**src/rtl/div_share_arbiter.sv**
```systemverilog
// div_share_arbiter
//   Shares one multi-cycle divider among N_REQ requesting PEs. A round-robin
//   search picks one pending request, the operands are latched and issued to
//   the divider as a single-cycle pulse, and the returned quotient/remainder
//   is handed back to the issuing requester through a valid/ready response.
//
// Ports
//   clk_i, rst_i          clock, asynchronous active-high reset
//   flush_i               abort the in-flight request
//   req_valid_i/ready_o   per-requester request handshake (ready is one-hot)
//   req_a_i, req_b_i      packed operands, requester k at [k*N_BITS +: N_BITS]
//   div_a_o, div_b_o      latched operands to the divider
//   div_in_valid_o        issue pulse to the divider
//   div_q_i, div_r_i      divider result, qualified by div_valid_i
//   rsp_valid_o/ready_i   per-requester response handshake (valid is one-hot)
//   rsp_q_o, rsp_r_o      broadcast result registers
//   busy_cycles_o         saturating count of cycles spent outside IDLE
//   err_spurious_o        sticky flag: divider result arrived unexpectedly
module div_share_arbiter #(
    parameter int N_REQ  = 4,
    parameter int N_BITS = 32
) (
    input  logic                      clk_i,
    input  logic                      rst_i,
    input  logic                      flush_i,
    input  logic [N_REQ-1:0]          req_valid_i,
    output logic [N_REQ-1:0]          req_ready_o,
    input  logic [N_REQ*N_BITS-1:0]   req_a_i,
    input  logic [N_REQ*N_BITS-1:0]   req_b_i,
    output logic [N_BITS-1:0]         div_a_o,
    output logic [N_BITS-1:0]         div_b_o,
    output logic                      div_in_valid_o,
    input  logic [N_BITS-1:0]         div_q_i,
    input  logic [N_BITS-1:0]         div_r_i,
    input  logic                      div_valid_i,
    output logic [N_REQ-1:0]          rsp_valid_o,
    input  logic [N_REQ-1:0]          rsp_ready_i,
    output logic [N_BITS-1:0]         rsp_q_o,
    output logic [N_BITS-1:0]         rsp_r_o,
    output logic [31:0]               busy_cycles_o,
    output logic                      err_spurious_o
);

    localparam int PW = (N_REQ > 1) ? $clog2(N_REQ) : 1;

    typedef enum logic [2:0] {
        IDLE,
        ISSUE,
        WAIT,
        RESP,
        DRAIN
    } state_t;

    state_t            state;
    logic [PW-1:0]     rr_ptr;
    logic [PW-1:0]     tag;
    logic [N_BITS-1:0] op_a;
    logic [N_BITS-1:0] op_b;
    logic [N_BITS-1:0] res_q;
    logic [N_BITS-1:0] res_r;
    logic [31:0]       busy_cnt;
    logic              err_flag;

    logic              found;
    logic [PW-1:0]     winner;
    logic              grant;
    int                idx;

    // Round-robin search starting at rr_ptr, wrapping modulo N_REQ.
    always_comb begin
        found  = 1'b0;
        winner = '0;
        idx    = 0;
        for (int i = 0; i < N_REQ; i++) begin
            idx = int'(rr_ptr) + i;
            if (idx >= N_REQ) idx = idx - N_REQ;
            if (!found && req_valid_i[idx]) begin
                found  = 1'b1;
                winner = idx[PW-1:0];
            end
        end
    end

    // A flush in IDLE suppresses the grant for that cycle.
    assign grant       = (state == IDLE) && found && !flush_i;
    assign req_ready_o = grant ? (N_REQ'(1) << winner) : '0;

    always_ff @(posedge clk_i or posedge rst_i) begin
        if (rst_i) begin
            state    <= IDLE;
            rr_ptr   <= '0;
            tag      <= '0;
            op_a     <= '0;
            op_b     <= '0;
            res_q    <= '0;
            res_r    <= '0;
            busy_cnt <= '0;
            err_flag <= 1'b0;
        end else begin
            if (state != IDLE && busy_cnt != 32'hFFFF_FFFF)
                busy_cnt <= busy_cnt + 32'd1;

            if (div_valid_i && (state == IDLE || state == ISSUE || state == RESP))
                err_flag <= 1'b1;

            case (state)
                IDLE: begin
                    if (grant) begin
                        op_a   <= req_a_i[int'(winner)*N_BITS +: N_BITS];
                        op_b   <= req_b_i[int'(winner)*N_BITS +: N_BITS];
                        tag    <= winner;
                        rr_ptr <= (winner == PW'(N_REQ - 1)) ? '0 : winner + PW'(1);
                        state  <= ISSUE;
                    end
                end
                // The issue pulse goes out even when flushed so the divider
                // always sees a complete transaction; its result is drained.
                ISSUE: state <= flush_i ? DRAIN : WAIT;
                WAIT: begin
                    if (div_valid_i && flush_i) begin
                        state <= IDLE;
                    end else if (div_valid_i) begin
                        res_q <= div_q_i;
                        res_r <= div_r_i;
                        state <= RESP;
                    end else if (flush_i) begin
                        state <= DRAIN;
                    end
                end
                RESP: begin
                    if (flush_i || rsp_ready_i[tag])
                        state <= IDLE;
                end
                DRAIN: begin
                    if (div_valid_i)
                        state <= IDLE;
                end
                default: state <= IDLE;
            endcase
        end
    end

    assign div_a_o        = op_a;
    assign div_b_o        = op_b;
    assign div_in_valid_o = (state == ISSUE);
    assign rsp_valid_o    = (state == RESP) ? (N_REQ'(1) << tag) : '0;
    assign rsp_q_o        = res_q;
    assign rsp_r_o        = res_r;
    assign busy_cycles_o  = busy_cnt;
    assign err_spurious_o = err_flag;

endmodule
```
**config.mk**
```make
export PLATFORM = sky130hd
export DESIGN_NAME = div_share_arbiter
export DESIGN_NICKNAME = d
export VERILOG_FILES = /design/src/rtl/div_share_arbiter.sv
export SDC_FILE = /design/constraint.sdc
export NUM_CORES = 1
export LEC_CHECK = 0
export CAP_MARGIN = 20
export CORE_AREA = 5 5 193 195
export CTS_BUF_LIST = sky130_fd_sc_hd__clkbuf_4 sky130_fd_sc_hd__clkbuf_8
export CTS_CLUSTER_DIAMETER = 30
export CTS_CLUSTER_SIZE = 20
export DETAILED_ROUTE_END_ITERATION = 16
export DIE_AREA = 0 0 198 200
export PLACE_DENSITY = 0.55
export SLEW_MARGIN = 20
export SYNTH_ARGS = -nofsm -noshare
export SYNTH_HDL_FRONTEND = slang
export SYNTH_SLANG_ARGS = --single-unit
```
**constraint.sdc**
```tcl
create_clock -name clk_i -period 6.65 [get_ports clk_i]
set_input_delay 0.9975 -clock clk_i [delete_from_list [all_inputs] [get_ports clk_i]]
set_output_delay 0.9975 -clock clk_i [all_outputs]
set_load 0.1 [all_outputs]
```
After elaboration in Yosys (flattened, before gate mapping)
Cells that the tools add are included.

word-level totals
  register bits = 168
  output and inout port bits = 170
  word-level logic and storage cells = 99

cells by class
  bitwise operators = 1
  add/subtract/negate cells = 9
  reductions and logical operators = 20
  shifts and indexed selects = 4
  muxes and demuxes = 37
  $lt $le $gt $ge = 9
  eq/ne operators = 10

operators with widths
  operator               number
  $shiftx 128x8->32      2
  $lt 32x4->1 const B    4
  $mux 32                4
  $add 32x1->32 const B  1
  $ne 32x32->1 const B   1
  $mux 3                 7
  $pmux 3 s5             1
  $mux 1                 13
  $sub 3x3->4 const B    3
  $bmux 1 s2             5
  $mux 2                 5
  $ge 3x3->1 const B     3
  $logic_and 1x1->1      8
  $mux 4                 2
  $shl 1x2->4 const A    2
  $add 2x2->3 const B    2
  $eq 3x2->1 const B     2
  $ne 2x2->1 const B     3
  $logic_not 1->1        4
  $ne 4x4->1 const B     1
  $reduce_and 4->1       1
  $sub 2x3->4 const B    1
  $add 2x1->3 const B    1
  $eq 3x1->1 const B     1
  other kinds (11)       13

Depth between registers and ports, before layout
Gate-level depths: netlist of the first run.

  word-level depth = 19
  depth in mapped cells = 8

Worst setup path after synthesis of the first run
OpenSTA, ideal clock, no wires.

  path kind = register to output
  from = register state[1]
  to = output port rsp_valid_o[0]
  cell stages (with the launch flop) = 4
  data required time = 5.653 ns
  setup slack = 2.589 ns
  data arrival time = 3.064 ns
  cells stage by stage = dfrtp_1 -> clkbuf_1 -> and3_1 -> nor3b_1

between the ends
  cells in the longest elaborated chain, start to end = 2

RTL lines
  element                   line  source
  start: declaration        54    state_t state;
  start signal: assignment  118   ISSUE: state <= flush_i ? DRAIN : WAIT;
  $eq 3x2->1                146   assign rsp_valid_o = (state == RESP) ? (N_REQ'(1) << tag) : '0;
  $mux 4                    146
  end: declaration          36    output logic [N_REQ-1:0] rsp_valid_o,

Every way passes these cells.

Final worst setup path of the first run
  from = input port req_valid_i[0]
  to = output port req_ready_o[0]

between the ends
  elaborated cells on any way between the ends = 30

RTL lines
  element                                     line  source
  start: declaration                          26    input logic [N_REQ-1:0] req_valid_i,
  $bmux 1 s2                                  77    if (!found && req_valid_i[idx]) begin
  $mux 1 (implied by the code) (2 in series)  77
  $mux 1                                      77
  $logic_not 1->1                             77
  $logic_and 1x1->1                           77
  $mux 1                                      77
  $logic_not 1->1                             77
  $logic_and 1x1->1                           77
  $mux 1                                      77
  $logic_not 1->1                             77
  $logic_and 1x1->1                           77
  $mux 2 (*)                                  77
  named net winner[1]                         65    logic [PW-1:0] winner;
  $shl 1x2->4 (*)                             86    assign req_ready_o = grant ? (N_REQ'(1) << winner) : '0;
  $mux 4 (*)                                  86
  end: declaration                            27    output logic [N_REQ-1:0] req_ready_o,

Mark *: on every way through the listed nets, which the timed path passes. The rest lies on a longest branch. The select of a mux whose other input is x is not followed.

==> key figures, run 1 <==
STA
  – Final setup margin: just under 2000 ps
  – Final Setup Violations: 0
  – Worst Hold Slack: 493 ps
  – Max-slew violations: 0
  – FMAX: ~0.21 GHz
  – Rel. slew slack: 27.5%
  – Worst-margin pin slew: 1080 ps
  – Fin crit period: 4690 ps
  – Unrepaired setup endpoints after global routing: false
  – Clock skew: roughly 15 ps
  – Setup TNS: 0 ps
  – Fin crit share: 70.6%
  – Final hold violations: 0

Placed design
  – Detailed placement HPWL: 26,600 um
  – Placed cell count: 1,645
  – Pre-CTS setup slack: slightly below 2000 ps
  – Buffers added on ports: 501
  – Routability Congestion: a little under 0.8

Synthesis
  – Xor-xnor portion of the synthesized cell area: 2.99%
  – Largest family of logic cells by synthesized area: multiplexers
  – Post-Synth Adder-Cell Area: less than 1%
  – Sequential share of the synthesized area: 49.5%
  – Syn Nets: 1,058
  – Post-synthesis mux area share: 24.4%
  – Simple-Gate Fraction of Synth Area: 10.5%
  – Post-synthesis cell area: 8500 um^2
  – FF+latch count, synth: 168
  – Synth Area in Compound Gates: between 8 and 9%
  – Distinct cells, synth: between 50 and 60
  – Avg Cell Area, Syn: ~12 um^2
  – Syn Inst Count: ~720
  – Synth Warn #: 0

Worst setup path
  – R2R setup slack: 3580 ps
  – Most frequent CP cell: clkdlybuf4s50_1
  – Arr. time, crit path: ~3700 ps
  – Critical path, cell by cell: clkdlybuf4s50_1 -> a21oi_1 -> o21a_1 -> o22a_1 -> inv_1 -> ha_1 -> and2_1 -> clkdlybuf4s50_1
  – CP Max Fanout: 5
  – CP Launch Type: primary input
  – Max incr delay on CP: approximately 1200 ps
  – Kind of critical path: in -> out
  – Reg2reg start: rr_ptr[1]
  – Worst Path Required: around 5700 ps
  – Crit path capture type: primary output
  – Reg2reg end: div_b_o[16]
  – Max stage delay cell, worst path: clkdlybuf4s50_1
  – Worst r2r path cells: 7

Outcome
  – Status: finished clean

Clocking
  – CTS tree: built
  – Clk sink count: roughly 170
  – Inserted Clock Buffers: 17
  – CTS root buf: clkbuf_8
  – Post-CTS Setup Inserts: 0
  – Hold buffer count at cts: 0
  – Post-CTS resize count: 0
  – Worst-path clk slew: 100 ps
  – Clk_lat worst skew: roughly 470 ps
  – H-Tree Depth: 4
  – Bufs on Longest Clock Path: 2

Power and ir drop
  – PwrDens: 549 nW/um^2
  – Peak supply drop: 341 uV
  – Leak pwr: 6.04 nW
  – Final Power: between 7 and 8 mW

Worst hold path
  – Hold path depth: 2
  – Hold Crit Class: reg -> reg
  – Hold Startpoint: div_b_o[13]
  – Hold Path End: div_b_o[13]

Flow run
  – Max Cap Violations: 0

Final layout
  – Filler cells: 3,498
  – Area grow syn2layout: 68.7%
  – Nets: 1,541
  – Count of non-filler cells in the finished layout: 1,678
  – Share of layout cells above drive strength 1: 10.4%

Routing
  – Routed wire length: between 30,000 and 40,000 um
  – WL/cell: 20.7 um
  – DRC: 0
  – DRT iter0 DRCs: 351
  – Via-to-Cell Ratio: around 4.6
  – Vias: around 7,700
  – DR pass1 iterations: 4
  – Post-DRT Antenna Nets: 0

Floorplan
  – Starting density of the core: around a quarter
  – Die height: roughly 200 um
  – Rows: 69
  – Die width: 198 um
  – Ports: around 500
  – DIE AREA: about 40,000 um^2
  – Core Footprint: 35,200 um^2

Global routing
  – Grt ovf: 0
  – Initial antenna violation count: 1
  – Vias in the first global route: between 7,000 and 8,000
  – First-pass GRT wire length: 49,900 um
  – Gr usage total: ~17%
  – Largest net degree at the start of global routing: slightly above 80
==> metrics by stage <==
step,cell area (um^2),util [%]
after floorplan,8500,-
after global placement,13900,39.5
after detailed placement,13900,39.5
after CTS,14300,40.6
after global routing,14300,40.7
final,14300,40.7
==> where the power goes <==
part	internal, mW	leakage, nW	total [mW]	switching [mW]
registers	1.45	2.12	1.72	0.271
clock network	0.319	0.181	0.746	0.428
logic	1.42	3.74	5.40	3.98
==> critical path: cells and delay by family <==
| family | cells | cell delay, ps |
|---|---|---|
| simple gates | 1 | 110 |
| compound gates | 3 | 530 |
| buf+inv | 3 | 1900 |
| fa+ha+maj | 1 | 150 |
==> how the worst max path moves through the flow <==
stage | endpoint | from
2_1_floorplan | busy_cycles_o[0] | rst_i
3_3_place_gp | req_ready_o[0] | req_valid_i[0]
3_5_place_dp | req_ready_o[0] | req_valid_i[0]
4_1_cts | req_ready_o[0] | req_valid_i[0]
5_1_grt | req_ready_o[1] | req_valid_i[0]
6_report | req_ready_o[0] | req_valid_i[0]
==> state kept, by name (all words and copies together) (netlist names) <==
name and count:
busy_cycles_o 32, tag 2, rr_ptr 2, rsp_q_o 32, div_a_o 32, div_b_o 32, rsp_r_o 32, err_spurious_o 1
state 3
==> cells by family after synthesis <==
| family | after synthesis |
|---|---|
| flip-flops | 168 |
| buffers and inverters | 59 |
| AO/OA/AOI/OAI | 85 |
| adder cells (fa/ha/maj) | 5 |
| XOR/XNOR | 29 |
| AND/OR/NAND/NOR | 178 |
| multiplexers | 197 |
==> cell usage in the layout (no fill, tap or decap), types with 8 or more instances in the layout <==
cell / n
clkdlybuf4s50_1: 501
mux2i_1: 129
xor2_1: 22
o221ai_1: 64
clkbuf_8: 18
inv_1: 10
mux2_2: 66
nor3_1: 8
nand2_1: 93
dfrtp_1: 168
nor2_1: 13
nand3_1: 9
nor4_1: 11
buf_4: 10
==> layer usage <==
| layer | track usage, % | share of wire (%) | up-vias |
|---|---|---|---|
| met5 | 0 | 0.026 | - |
| met4 | 4.95 | 1.7 | 2 |
| met3 | 5.19 | 8.2 | 26 |
| met2 | 27.7 | 50 | 301 |
| met1 | 20.5 | 40 | 3749 |
| li1 | - | - | 3632 |
==> Yosys cell counts, drive strengths merged <==
cell     instances  area share [%]
o21a             1           0.088
dfrtp          168              49
nand4b           3            0.31
a31oi            1           0.074
nor3b            4            0.35
a31o             1            0.10
nand3            9            0.53
mux2i          129              15
and3             3            0.22
nand2b           2            0.15
clkbuf          11            0.49
o22ai            1           0.074
nand2           95             4.2
nor2            16            0.77
a21boi           1           0.088
nand3b           1           0.088
inv             11            0.49
nor4            12            0.96
o31ai            1           0.088
ha               5            0.74
o21ai            4            0.24
a21oi            6            0.35
and4             2            0.21
or3              4            0.29
nor4b            3            0.46
or2              1           0.074
o22a             1            0.10
buf             37             2.5
a311oi           1            0.10
o221ai          64             6.6
xnor2            7            0.72
mux4             1            0.27
a2111oi          1            0.18
and2             4            0.29
mux2            67             8.9
nand4            7            0.59
nor3            11            0.90
a221oi           1            0.10
xor2            22             2.3
nor4bb           1            0.12
o41ai            1            0.19
==> area by class of cell <==
type	instances	area, um^2	area share, %
Timing Repair Buffer	512	5120	35.7
Sequential cell	168	4200	29.3
Multi-Input combinational cell	494	4010	28.0
Tap cell	461	577	4.02
Clock buffer	20	263	1.83
Clock inverter	11	115	0.803
Inverter	11	46.3	0.323
Antenna cell	1	2.50	0.0175
No activity file was read; power rests on OpenSTA's default activity.
==> run 2: changes to the inputs <==
--- a/config.mk
+++ b/config.mk
@@ -12,7 +12,7 @@
 export CTS_CLUSTER_SIZE = 20
 export DETAILED_ROUTE_END_ITERATION = 16
 export DIE_AREA = 0 0 198 200
-export PLACE_DENSITY = 0.55
+export PLACE_DENSITY = 0.57
 export SLEW_MARGIN = 20
 export SYNTH_ARGS = -nofsm -noshare
 export SYNTH_HDL_FRONTEND = slang
==> constraint.sdc (replaced) <==
create_clock -name clk_i -period 4 [get_ports clk_i]
set_input_delay 0.6 -clock clk_i [delete_from_list [all_inputs] [get_ports clk_i]]
set_output_delay 0.6 -clock clk_i [all_outputs]
set_load 0.1 [all_outputs]
==> key figures, run 2 (synthesized netlist as in run 1, its figures left out) <==
Routing
  – Routed wire length: 34,100 um
  – Post-DRT Antenna Nets: 0
  – Via-to-Cell Ratio: 4.63
  – DR pass1 iterations: 5
  – Vias: 7,770
  – DRT iter0 DRCs: approximately 330
  – DRC: 0
  – WL/cell: 20.3 um

Global routing
  – Gr usage total: between 15 and 20%
  – Met2 GRT Util: 27.7%
  – Vias in the first global route: slightly above 8,000
  – Initial antenna violation count: 0
  – First-pass GRT wire length: 49,700 um
  – Met1 GRT Util: 19.8%
  – GR peak layer: met2
  – M3 GR Usage: ~5.6%
  – Largest net degree at the start of global routing: around 110
  – Grt ovf: 0

Worst setup path
  – Max stage delay cell, worst path: clkdlybuf4s50_1
  – Crit path launch: req_valid_i[0]
  – Critical path, cell by cell: clkdlybuf4s50_1 -> mux2i_1 -> o22ai_1 -> nor2_4 -> ha_1 -> and2_1 -> buf_12
  – CP Launch Type: primary input
  – Worst Path Required: ~3400 ps
  – Max incr delay on CP: approximately 500 ps
  – Crit path capture type: primary output
  – Kind of critical path: in -> out
  – Reg2reg start: rr_ptr[1]
  – Arr. time, crit path: 2460 ps
  – CP Max Fanout: 7

STA
  – Unrepaired setup endpoints after global routing: false
  – Fin crit share: 76.6%
  – Worst-margin pin slew: around 1100 ps
  – Setup TNS: 0 ps
  – Clock skew: 10.9 ps
  – Final setup margin: 936 ps
  – Final hold violations: 0
  – Max-slew violations: 0
  – Rel. slew slack: 25.2%
  – FMAX: 0.326 GHz
  – Fin crit period: 3060 ps
  – Final Setup Violations: 0

Clocking
  – Clk_lat worst skew: 490 ps
  – Hold buffer count at cts: 0
  – Worst-path clk slew: 100 ps
  – H-Tree Depth: 4
  – Inserted Clock Buffers: 17
  – CTS root buf: clkbuf_8
  – Post-CTS resize count: 0
  – Clk sink count: 168
  – Post-CTS Setup Inserts: 0
  – CTS tree: built
  – Bufs on Longest Clock Path: 2

Floorplan
  – Die height: 200 um
  – Core Footprint: 35,200 um^2
  – Starting density of the core: 24.1%
  – Ports: 502
  – Die width: 198 um
  – Rows: 69
  – DIE AREA: 39,600 um^2

Final layout
  – Filler cells: 3,527
  – Commonest non-fill, non-tap cell in the layout: clkdlybuf4s50_1
  – Area grow syn2layout: 69.5%
  – Most frequent cells in the layout: 492 x clkdlybuf4s50_1, 168 x dfrtp_1, 129 x mux2i_1
  – Nets: 1,539
  – Share of layout cells above drive strength 1: about 11%

Placed design
  – Detailed placement HPWL: 26,200 um
  – Routability Congestion: 0.794
  – Buffers added on ports: approximately 500
  – Pre-CTS setup slack: 769 ps

Flow run
  – Max Cap Violations: 0

Power and ir drop
  – PwrDens: just over 900 nW/um^2
  – Leak pwr: 6.08 nW
  – Final Power: 13.1 mW
  – Peak supply drop: 617 uV

Worst hold path
  – Hold Startpoint: err_spurious_o
  – Hold Crit Class: reg -> reg

Outcome
  – Status: finished clean
## run 2: cell count changes in the layout (fill, tap and decap cells not counted)
cell / before / now
buf_16: 1 / 0
clkdlybuf4s50_1: 501 / 492
clkinv_4: 3 / 0
clkinvlp_4: 4 / 5
bufinv_16: 1 / 0
diode_2: 1 / 2
inv_8: 1 / 5
inv_6: 3 / 4
clkbuf_4: 2 / 0
buf_12: 0 / 9
clkinv_8: 0 / 2
buf_4: 10 / 9
clkbuf_8: 18 / 17
## run 2: worst max-delay path: cells and delay by family
kind | cells | cell delay, ps
AND/OR/NAND/NOR | 2 | 550
adder cells (fa/ha/maj) | 1 | 300
AO/OA/AOI/OAI | 1 | 150
multiplexers | 1 | 170
buffers and inverters | 2 | 690
## run 2: power by group
group	switching [mW]	leakage [nW]	internal, mW
sequential	0.450	2.12	2.40
combinational	6.64	3.77	2.40
clock	0.791	0.185	0.467
## run 2: per-stage QoR
stage | instance area (um^2) | std cells | hold slack [ps] | utilization, %
4_1_cts | 14400 | 1676 | 492 | 40.9
6_report | 14400 | 1678 | 487 | 40.9
2_1_floorplan | 8500 | 721 | 528 | -
3_5_place_dp | 14000 | 1644 | 462 | 39.8
5_1_grt | 14400 | 1676 | 505 | 40.9
3_3_place_gp | 14000 | 1644 | 464 | 39.8
## run 2: path summary, 6_finish.rpt
path | to | slack, ps | depth (start not counted)
worst max-delay path | req_ready_o[3] | 940 | 7
worst min-delay path | err_spurious_o | 490 | 1
min in group asynchronous | rr_ptr[1] | 580 | 3
max in group asynchronous | div_a_o[0] | 2640 | 3
worst max register to register | div_a_o[13] | 1360 | 6
worst min register to register | err_spurious_o | 490 | 1
## run 2: layer usage
metal / up-vias / routed length (um)
li1: 3626 / -
met1: 3811 / 13500
met2: 300 / 17300
met3: 33 / 2610
met4: 0 / 686
met5: - / 0
## run 2: cell type report
| class | count | area (um^2) | share of cell area [%] |
|---|---|---|---|
| clock inverter | 15 | 154 | 1.07 |
| tap | 461 | 577 | 4.01 |
| multi-input combinational | 494 | 4010 | 27.8 |
| inverter | 11 | 45.0 | 0.313 |
| timing repair buffer | 510 | 5170 | 35.9 |
| sequential | 168 | 4200 | 29.2 |
| antenna | 2 | 5.00 | 0.0348 |
| clock buffer | 17 | 234 | 1.63 |
==> run 3: changes to the inputs <==
==> constraint.sdc (replaced) <==
create_clock -name clk_i -period 2.6 [get_ports clk_i]
set_input_delay 0.39 -clock clk_i [delete_from_list [all_inputs] [get_ports clk_i]]
set_output_delay 0.39 -clock clk_i [all_outputs]
set_load 0.1 [all_outputs]
==> key figures, run 3 (synthesized netlist as in run 1, its figures left out) <==
Clocking
  – Hold buffer count at cts: 0
  – Clk_lat worst skew: 490 ps
  – H-Tree Depth: 4
  – CTS root buf: clkbuf_8
  – Worst-path clk slew: 110 ps
  – CTS tree: built
  – Clk sink count: 168
  – Inserted Clock Buffers: 17
  – Bufs on Longest Clock Path: 2

Final layout
  – Count of non-filler cells in the finished layout: 1,700
  – Area grow syn2layout: 68.4%
  – Most frequent cells in the layout: 330 x clkdlybuf4s50_1, 184 x buf_4, 166 x dfrtp_1
  – Commonest non-fill, non-tap cell in the layout: clkdlybuf4s50_1
  – Nets: between 1,500 and 2,000
  – Share of layout cells above drive strength 1: roughly a quarter

Routing
  – DR pass1 iterations: 7
  – DRT iter0 DRCs: ~310
  – DRC: 0
  – Routed wire length: between 30,000 and 40,000 um
  – WL/cell: 20.0 um
  – Via-to-Cell Ratio: 4.58
  – Post-DRT Antenna Nets: 0
  – Vias: 7,786

Floorplan
  – Rows: 69
  – Starting density of the core: 24.1%
  – Die height: 200 um
  – Die width: 198 um
  – DIE AREA: approximately 40,000 um^2
  – Core Footprint: 35,200 um^2
  – Ports: around 500

Worst setup path
  – R2R setup slack: 470 ps
  – Max stage delay cell, worst path: dfrtp_2
  – Kind of critical path: reg -> out
  – CP Max Fanout: 6
  – Critical path depth: 7
  – Worst r2r path cells: 8
  – Crit path capture type: primary output
  – Arr. time, crit path: 2080 ps
  – Family with the most delay on the worst path: flip-flops
  – Worst path bufs/invs: 2
  – Max incr delay on CP: 440 ps
  – Critical path, cell by cell: mux2i_2 -> o22ai_2 -> nor2_4 -> inv_1 -> ha_1 -> and2_1 -> buf_12
  – Worst Path Required: 2210 ps
  – CP Launch Type: register

Flow run
  – Max Cap Violations: 0

STA
  – Fin crit period: 2470 ps
  – Rel. slew slack: 56.9%
  – Fin crit share: 95.2%
  – Worst Hold Slack: 313 ps
  – Worst-margin pin slew: 640 ps
  – Final Setup Violations: 0
  – Clock skew: 17.0 ps
  – Setup TNS: 0 ps
  – Final hold violations: 0
  – FMAX: a little over 0.4 GHz
  – Max-slew violations: 0

Global routing
  – Initial antenna violation count: 1
  – First-pass GRT wire length: 49,300 um
  – Vias in the first global route: between 8,000 and 9,000
  – Largest net degree at the start of global routing: 65
  – Grt ovf: 0
  – Gr usage total: 16.1%

Placed design
  – Routability Congestion: 0.813
  – Detailed placement HPWL: between 20,000 and 30,000 um
  – Placed cell count: 1,664
  – Buffers added on ports: 501

Power and ir drop
  – Peak supply drop: roughly 1100 uV
  – Leak pwr: 6.47 nW
  – PwrDens: 1400 nW/um^2

Worst hold path
  – Hold Crit Class: in -> async

Outcome
  – Status: finished clean
-- run 3: cell count changes in the layout (fill, tap and decap cells not counted), moves of 2 or more --
cell	delta
dfrtp_2	+2
dfrtp_1	-2
buf_12	+9
clkinvlp_4	-2
nor3b_2	+2
clkdlybuf4s50_1	-162
buf_4	+175
clkinv_4	+2
nor3b_1	-2
-- run 3: routing by layer --
layer / vias to the layer above / share of wire, % / track usage (%)
li1: 3669 / - / -
met1: 3808 / 40 / 19.7
met2: 287 / 51 / 27.3
met3: 22 / 7.6 / 5.59
met4: 0 / 1.5 / 3.77
met5: - / 0 / 0
-- run 3: worst paths after layout --
| kind | from | end |
|---|---|---|
| max | rr_ptr[1] | req_ready_o[0] |
| min | rst_i | rsp_r_o[9] |
| max reg2reg | rr_ptr[1] | div_b_o[28] |
| min reg2reg | err_spurious_o | err_spurious_o |
| max in group asynchronous | rst_i | div_b_o[29] |
| min in group clk_i | err_spurious_o | err_spurious_o |
-- run 3: worst register-to-register path, delay by kind of cell, from the launching register on --
kind,cells,cell delay [ps]
buf+inv,3,600
compound gates,2,270
mux,2,520
flops,1,440
simple gates,1,180
-- run 3: final cells by class --
| type | instances | area, um^2 |
|---|---|---|
| antenna | 1 | 2.50 |
| clock buffer | 18 | 248 |
| clock inverter | 14 | 134 |
| fill | 3423 | 20900 |
| inverter | 11 | 45.0 |
| multi-input combinational | 494 | 4030 |
| sequential | 168 | 4210 |
| tap | 461 | 577 |
| timing repair buffer | 533 | 5060 |
-- run 3: repair_timing --
action                     CTS  global route
setup endpoints to repair    4             4
buffers inserted             1             2
resized for setup            2             5
pin swaps                    2             2
-- run 3: stage by stage --
step / instance area (um^2) / power (mW) / setup WS (ps) / utilization, %
2_1_floorplan: 8510 / 14.7 / 34.9 / -
3_5_place_dp: 13900 / 18.2 / 54.2 / 39.4
5_1_grt: 14300 / 20.9 / -9.83 / 40.6
6_report: 14300 / 20.0 / 126 / 40.6
4_1_cts: 14300 / 20.2 / 13.7 / 40.5
3_3_place_gp: 13900 / 18.2 / 12.4 / 39.4
-- run 3: power by group --
| group | internal, mW | switching (mW) |
|---|---|---|
| combinational | 3.51 | 10.2 |
| clock | 0.732 | 1.16 |
| sequential | 3.70 | 0.692 |
| total | 7.94 | 12.1 |
